### src/rtl/led_matrix_serial_rx.sv
// Receive-side decoder for the LED matrix serial link.
// It rebuilds the two-colour frame from the shifted row words and tracks which
// column (red or green) each word belongs to. It exposes the frame through a
// registered read port, per-word write strobes and sticky error flags.
module led_matrix_serial_rx #(
  parameter int WIDTH       = 8,
  parameter int ROWS        = 8,
  parameter int SYNC_STAGES = 2,
  localparam int ROW_W      = $clog2(ROWS),
  localparam int ADDR_W     = ROW_W + 1
) (
  input  logic              clk,
  input  logic              rst,
  input  logic              ser_clk,
  input  logic              ser_data,
  input  logic              ser_latch,
  input  logic              col_red_n,
  input  logic              col_green_n,
  input  logic [ADDR_W-1:0] rd_addr,
  output logic [WIDTH-1:0]  rd_data,
  output logic              wr_valid,
  output logic [ADDR_W-1:0] wr_addr,
  output logic [WIDTH-1:0]  wr_data,
  output logic              frame_done,
  output logic              len_err,
  output logic              sync_err,
  input  logic              err_clr
);

  // After reset, edges are ignored until the synchronisers and the edge
  // detector's previous-value flops all hold real link levels. Without this
  // guard, a line that was already high would look like a fresh rising edge.
  localparam int SETTLE = SYNC_STAGES + 1;
  localparam int SET_W  = $clog2(SETTLE + 1);

  logic [SYNC_STAGES-1:0] clk_sync;
  logic [SYNC_STAGES-1:0] data_sync;
  logic [SYNC_STAGES-1:0] latch_sync;
  logic [SYNC_STAGES-1:0] red_sync;
  logic [SYNC_STAGES-1:0] green_sync;

  logic clk_s;
  logic data_s;
  logic latch_s;
  logic red_s;
  logic green_s;

  logic             clk_prev;
  logic             latch_prev;
  logic [SET_W-1:0] settle_cnt;
  logic             settled;

  logic             clk_rise;
  logic             latch_rise;
  logic             red_now;
  logic             green_now;

  logic [WIDTH-1:0] sreg;
  logic [3:0]       bit_cnt;
  logic             col_ptr;
  logic [ROW_W-1:0] row_ptr;
  logic             seen_red;
  logic             seen_green;

  logic              one_flag;
  logic              obs_col;
  logic              slip;
  logic              eff_col;
  logic              last_row;
  logic [ROW_W-1:0]  next_row;
  logic [ADDR_W-1:0] commit_addr;

  logic [WIDTH-1:0] frame [2**ADDR_W];

  assign clk_s   = clk_sync[SYNC_STAGES-1];
  assign data_s  = data_sync[SYNC_STAGES-1];
  assign latch_s = latch_sync[SYNC_STAGES-1];
  assign red_s   = red_sync[SYNC_STAGES-1];
  assign green_s = green_sync[SYNC_STAGES-1];

  // Synchronise every link input. Reset leaves the lines at their idle levels.
  always_ff @(posedge clk) begin
    if (rst) begin
      clk_sync   <= '0;
      data_sync  <= '0;
      latch_sync <= '0;
      red_sync   <= '1;
      green_sync <= '1;
    end else begin
      clk_sync   <= {clk_sync[SYNC_STAGES-2:0], ser_clk};
      data_sync  <= {data_sync[SYNC_STAGES-2:0], ser_data};
      latch_sync <= {latch_sync[SYNC_STAGES-2:0], ser_latch};
      red_sync   <= {red_sync[SYNC_STAGES-2:0], col_red_n};
      green_sync <= {green_sync[SYNC_STAGES-2:0], col_green_n};
    end
  end

  // Edge detector history and the post-reset settle counter.
  always_ff @(posedge clk) begin
    if (rst) begin
      clk_prev   <= 1'b0;
      latch_prev <= 1'b0;
      settle_cnt <= '0;
    end else begin
      clk_prev   <= clk_s;
      latch_prev <= latch_s;
      if (!settled) begin
        settle_cnt <= settle_cnt + SET_W'(1);
      end
    end
  end

  // Edge strobes, colour observation and the commit address decision.
  always_comb begin
    settled     = (settle_cnt == SET_W'(SETTLE));
    clk_rise    = settled && clk_s && !clk_prev;
    latch_rise  = settled && latch_s && !latch_prev;
    red_now     = !red_s && green_s;
    green_now   = red_s && !green_s;
    one_flag    = seen_red ^ seen_green;
    obs_col     = seen_green;
    slip        = one_flag && (obs_col != col_ptr);
    eff_col     = slip ? obs_col : col_ptr;
    last_row    = (row_ptr == ROW_W'(ROWS - 1));
    next_row    = last_row ? '0 : row_ptr + ROW_W'(1);
    commit_addr = {eff_col, row_ptr};
  end

  // Shift register, bit counter, pointers, colour flags, errors and write strobes.
  always_ff @(posedge clk) begin
    if (rst) begin
      sreg       <= '0;
      bit_cnt    <= '0;
      col_ptr    <= 1'b0;
      row_ptr    <= '0;
      seen_red   <= 1'b0;
      seen_green <= 1'b0;
      len_err    <= 1'b0;
      sync_err   <= 1'b0;
      wr_valid   <= 1'b0;
      wr_addr    <= '0;
      wr_data    <= '0;
      frame_done <= 1'b0;
    end else begin
      wr_valid   <= latch_rise;
      frame_done <= latch_rise && eff_col && last_row;

      if (clk_rise) begin
        sreg <= {sreg[WIDTH-2:0], data_s};
      end

      if (latch_rise) begin
        bit_cnt <= clk_rise ? 4'd1 : 4'd0;
      end else if (clk_rise && bit_cnt != 4'd15) begin
        bit_cnt <= bit_cnt + 4'd1;
      end

      if (latch_rise) begin
        wr_addr    <= commit_addr;
        wr_data    <= sreg;
        col_ptr    <= !eff_col;
        seen_red   <= 1'b0;
        seen_green <= 1'b0;
        if (eff_col) begin
          row_ptr <= next_row;
        end
      end else begin
        if (red_now) begin
          seen_red <= 1'b1;
        end
        if (green_now) begin
          seen_green <= 1'b1;
        end
      end

      if (latch_rise && bit_cnt != 4'(WIDTH)) begin
        len_err <= 1'b1;
      end else if (err_clr) begin
        len_err <= 1'b0;
      end

      if (latch_rise && slip) begin
        sync_err <= 1'b1;
      end else if (err_clr) begin
        sync_err <= 1'b0;
      end
    end
  end

  // Frame store and registered read port. A same-cycle write is not bypassed,
  // so the read returns the old value.
  always_ff @(posedge clk) begin
    if (rst) begin
      for (int i = 0; i < 2**ADDR_W; i++) begin
        frame[i] <= '0;
      end
      rd_data <= '0;
    end else begin
      rd_data <= frame[rd_addr];
      if (latch_rise) begin
        frame[commit_addr] <= sreg;
      end
    end
  end

endmodule

### config.mk
export PLATFORM = sky130hd
export DESIGN_NAME = led_matrix_serial_rx
export DESIGN_NICKNAME = d
export VERILOG_FILES = /design/src/rtl/led_matrix_serial_rx.sv
export SDC_FILE = /design/constraint.sdc
export NUM_CORES = 1
export LEC_CHECK = 0
export BUFFER_PORTS_ARGS = -buffer_cell sky130_fd_sc_hd__buf_2
export CORE_ASPECT_RATIO = 1.5
export CORE_UTILIZATION = 66
export CTS_CLUSTER_DIAMETER = 60
export DETAILED_ROUTE_END_ITERATION = 8
export GPL_ROUTABILITY_DRIVEN = 0
export PLACE_DENSITY = 0.95
export SYNTH_ARGS = -nofsm -noshare
export SYNTH_HDL_FRONTEND = slang
export SYNTH_SLANG_ARGS = --single-unit
### constraint.sdc
create_clock -name clk -period 3.34 [get_ports clk]
set_input_delay 0.167 -clock clk [delete_from_list [all_inputs] [get_ports clk]]
set_output_delay 0.167 -clock clk [all_outputs]
set_load 0.1 [all_outputs]
==> impl_metrics.csv <==
group,metric,value,unit
yosys,synth_top_cells_by_area,"edfxtp_1 (47%), dfxtp_1 (14%), and2_1 (9.9%), mux2i_1 (7.4%), nor3_4 (2.4%)",
yosys,async_reset_ff_share,0,%
yosys,ys_seq_area_share,60.8,%
clocking,cts_setup_buffers,0,
grt,grt_pass1_vias,5013,
setup_path,path_class,"reg -> reg",
clocking,cts_root_buf,"clkbuf_16",
final_layout,fin_util,75.1,%
sta,period_share,75.8,%
setup_path,critPathTopFamily,"simple AND/OR/NAND/NOR gates",
place,pre_cts_ws,0.937,ns
clocking,cts_tree,"built",
place,io_buffers,35,
pwr,p_seq_share,51.6,%
final_layout,syn2layout_area_growth,10.7,%
worst_hold_path,min_path_type,"in -> reg",
yosys,syn_inst,622,
sta,hold_viol,0,
run_status,status,"completed",
drt,routed_wl,18700,microns
drt,firstDrtPassIters,5,
yosys,synthTopCellsByCount,"and2_1 (129), edfxtp_1 (128), mux2i_1 (60)",
grt,antenna_found_initial,0,
sta,fmax,0.395,GHz
sta,min_period,2.53,ns
yosys,post-synth-top-area-cell,"edfxtp_1",
drt,drc,0,
yosys,synth-compound-area-share,5.80,%
sta,setup_viol,0,
setup_path,startpoint_type,"flop",
yosys,syn_area,8160,sq um
pwr,p_leak,3.58,nW
pwr,p_sw,0.00114,W
grt,grt_pass1_wl,28600,microns
yosys,synth-edff-count,128,
die,chipHeight,138,microns
pwr,pwr-share-clk,41.9,%
sta,maxSlewHeadroom,39.1,%
sta,finalSetupTns,0,ns
yosys,synth-simple-area-share,19.6,%
die,start_util,67.9,%
clocking,clk-insertion-delay-late,0.43,ns
clocking,clkTransAtPathRegs,0.07,ns
run,maxCapViolCount,0,
setup_path,slowest_stage,"nor4bb_4",
clocking,cts_num_sinks,184,
final_layout,fin_nets,666,
sta,fin_ws,0.808,ns
yosys,synth_top_family_by_area,"simple AND/OR/NAND/NOR gates",
grt,grt-ovfl-total,0,
grt,track_usage,31.0,%
pwr,power_density,545,nW/um^2
clocking,cts_resized,0,
die,ios,36,
clocking,cts_max_level,4,
setup_path,worst_ep_required_time,3.44,ns
sta,slew_viol_final,0,
yosys,yosysWarningCount,0,
final_layout,final_layout_size_suffix_gt1_share,17.9,%
drt,routed_via_density,6.32,
clocking,holdBufCountCts,6,
sta,fin_skew,0.0117,ns
setup_path,crit_buf_inv,0,
final_layout,diodes,0,
clocking,cts_buffers,17,
pwr,ir_drop,0.000458,V
yosys,synthFlopType,"edfxtp_1",
setup_path,worstPathCellList,"ha_1, nor4bb_4, nand2_4, nor2_2, or2_1",
setup_path,cp.arrival,2.63,ns
clocking,clockBufferDepth,2,
place,dp.final_hpwl,11800,microns
yosys,synth_xor_area_share,0.215,%
sta,rsz0062_at_grt,"no",
setup_path,cpPeakStageDelay,0.59,ns
die,core,12000,sq um
yosys,ys_seq_elements,184,
pwr,p_sw_share,23.1,%
die,die_w,92.8,microns
setup_path,crit_fanout,9,
drt,vias,5128,
pwr,internal-power,0.00378,W
yosys,syn_nets,642,
drt,wl_per_cell,23.0,microns
pwr,p_comb_share,6.5,%
die,die-area,12800,sq um
yosys,syn_area_per_cell,13.1,sq um
yosys,synth_cell_type_count,50,
yosys,yosys.area_share.adder,1.23,%
die,row_count,49,
drt,drtAntennaViolNets,0,
yosys,yosysMostFrequentCell,"and2_1",
sta,tightest_slew,0.911,ns
yosys,synth_top_area_share,47.1,%
grt,grt_max_degree,52,
drt,drt_iter0_drc,483,
yosys,synthMuxAreaShare,9.43,%
setup_path,critPathCaptureType,"flop",
## sequential cells by signal, indices dropped and copies added (netlist names), 3 cells and up
signal,cells
wr_data,8
row_ptr,3
bit_cnt,4
rd_data,8
frame,128
sreg,8
wr_addr,4
## routing by layer
metal  routed length, microns  vias to the layer above  track usage [%]
li1                         -                     2260                -
met1                     6530                     2479             36.1
met2                     9760                      310             52.3
met3                     1410                       79             6.33
met4                     1010                        0             18.5
met5                        0                        -                0
## through the flow
stage | cells | power [W] | cell area [sq um] | hold WS (ns)
2_1_floorplan | 622 | 0.00282 | 8160 | 0.271
3_3_place_gp | 774 | 0.00288 | 8370 | 0.351
3_5_place_dp | 774 | 0.00289 | 8370 | 0.352
4_1_cts | 812 | 0.00492 | 9030 | 0.00711
5_1_grt | 812 | 0.00502 | 9030 | 0.0273
6_report | 812 | 0.00492 | 9030 | 0.0160
## kinds of logic after synthesis
group           after synthesis
buf+inv                      49
fa+ha+maj                     8
compound gates               63
xor+xnor                      2
flops                       184
simple gates                248
mux                          68
## cell type report
| cell class | instances | area, sq um |
|---|---|---|
| sequential | 184 | 4960 |
| fill | 704 | 2990 |
| multi-input combinational | 389 | 2970 |
| timing repair buffer | 45 | 265 |
| tap | 153 | 191 |
| clock inverter | 14 | 173 |
| inverter | 9 | 33.8 |
| clock buffer | 18 | 429 |
## path summary, 6_finish.rpt
kind | cells after the start | slack, ns | to | startpoint
setup / recovery | 5 | 0.81 | frame[13][6]$_SDFFCE_PN0P_ | settle_cnt[0]$_SDFFE_PP0P_
hold reg to reg | 1 | 0.42 | red_sync[1]$_SDFF_PP1_ | red_sync[0]$_SDFF_PP1_
hold / removal | 3 | 0.02 | sync_err$_SDFFE_PP0P_ | err_clr
setup reg to reg | 5 | 0.81 | frame[13][6]$_SDFFCE_PN0P_ | settle_cnt[0]$_SDFFE_PP0P_
## cells in the final DEF, fill, tap and decap left out, types with 5 or more instances in the layout
master         count
o21ai_0            7
nor2_1            23
a22o_1             9
inv_1              9
nand3_1            8
dfxtp_1           56
clkinv_4           5
or2_1              7
edfxtp_1         128
ha_1               8
dlygate4sd3_1      6
nor3_4            12
clkbuf_16         17
a21oi_1            6
mux2i_1           60
nor2b_1           15
buf_2             35
o22ai_1            6
a22oi_1           17
nand2_1           19
and2_1           129
nor2_2             5
mux4_2             7
or2_2             14
## tightest hold or removal path, delay by kind of cell
kind                   cells  cell delay, ns
AND/OR/NAND/NOR            1            0.10
buffers and inverters      1            0.08
AO/OA/AOI/OAI              1            0.06
## power groups by stage
stage                     combinational, W  sequential (W)  clock [W]
final                             0.000320         0.00254    0.00206
after global routing              0.000334         0.00255    0.00214
after CTS                         0.000316         0.00254    0.00206
after detailed placement          0.000305         0.00259          0
after global placement            0.000296         0.00258          0
after floorplan                   0.000179         0.00264          0
No activity file was read; power rests on OpenSTA's default activity.
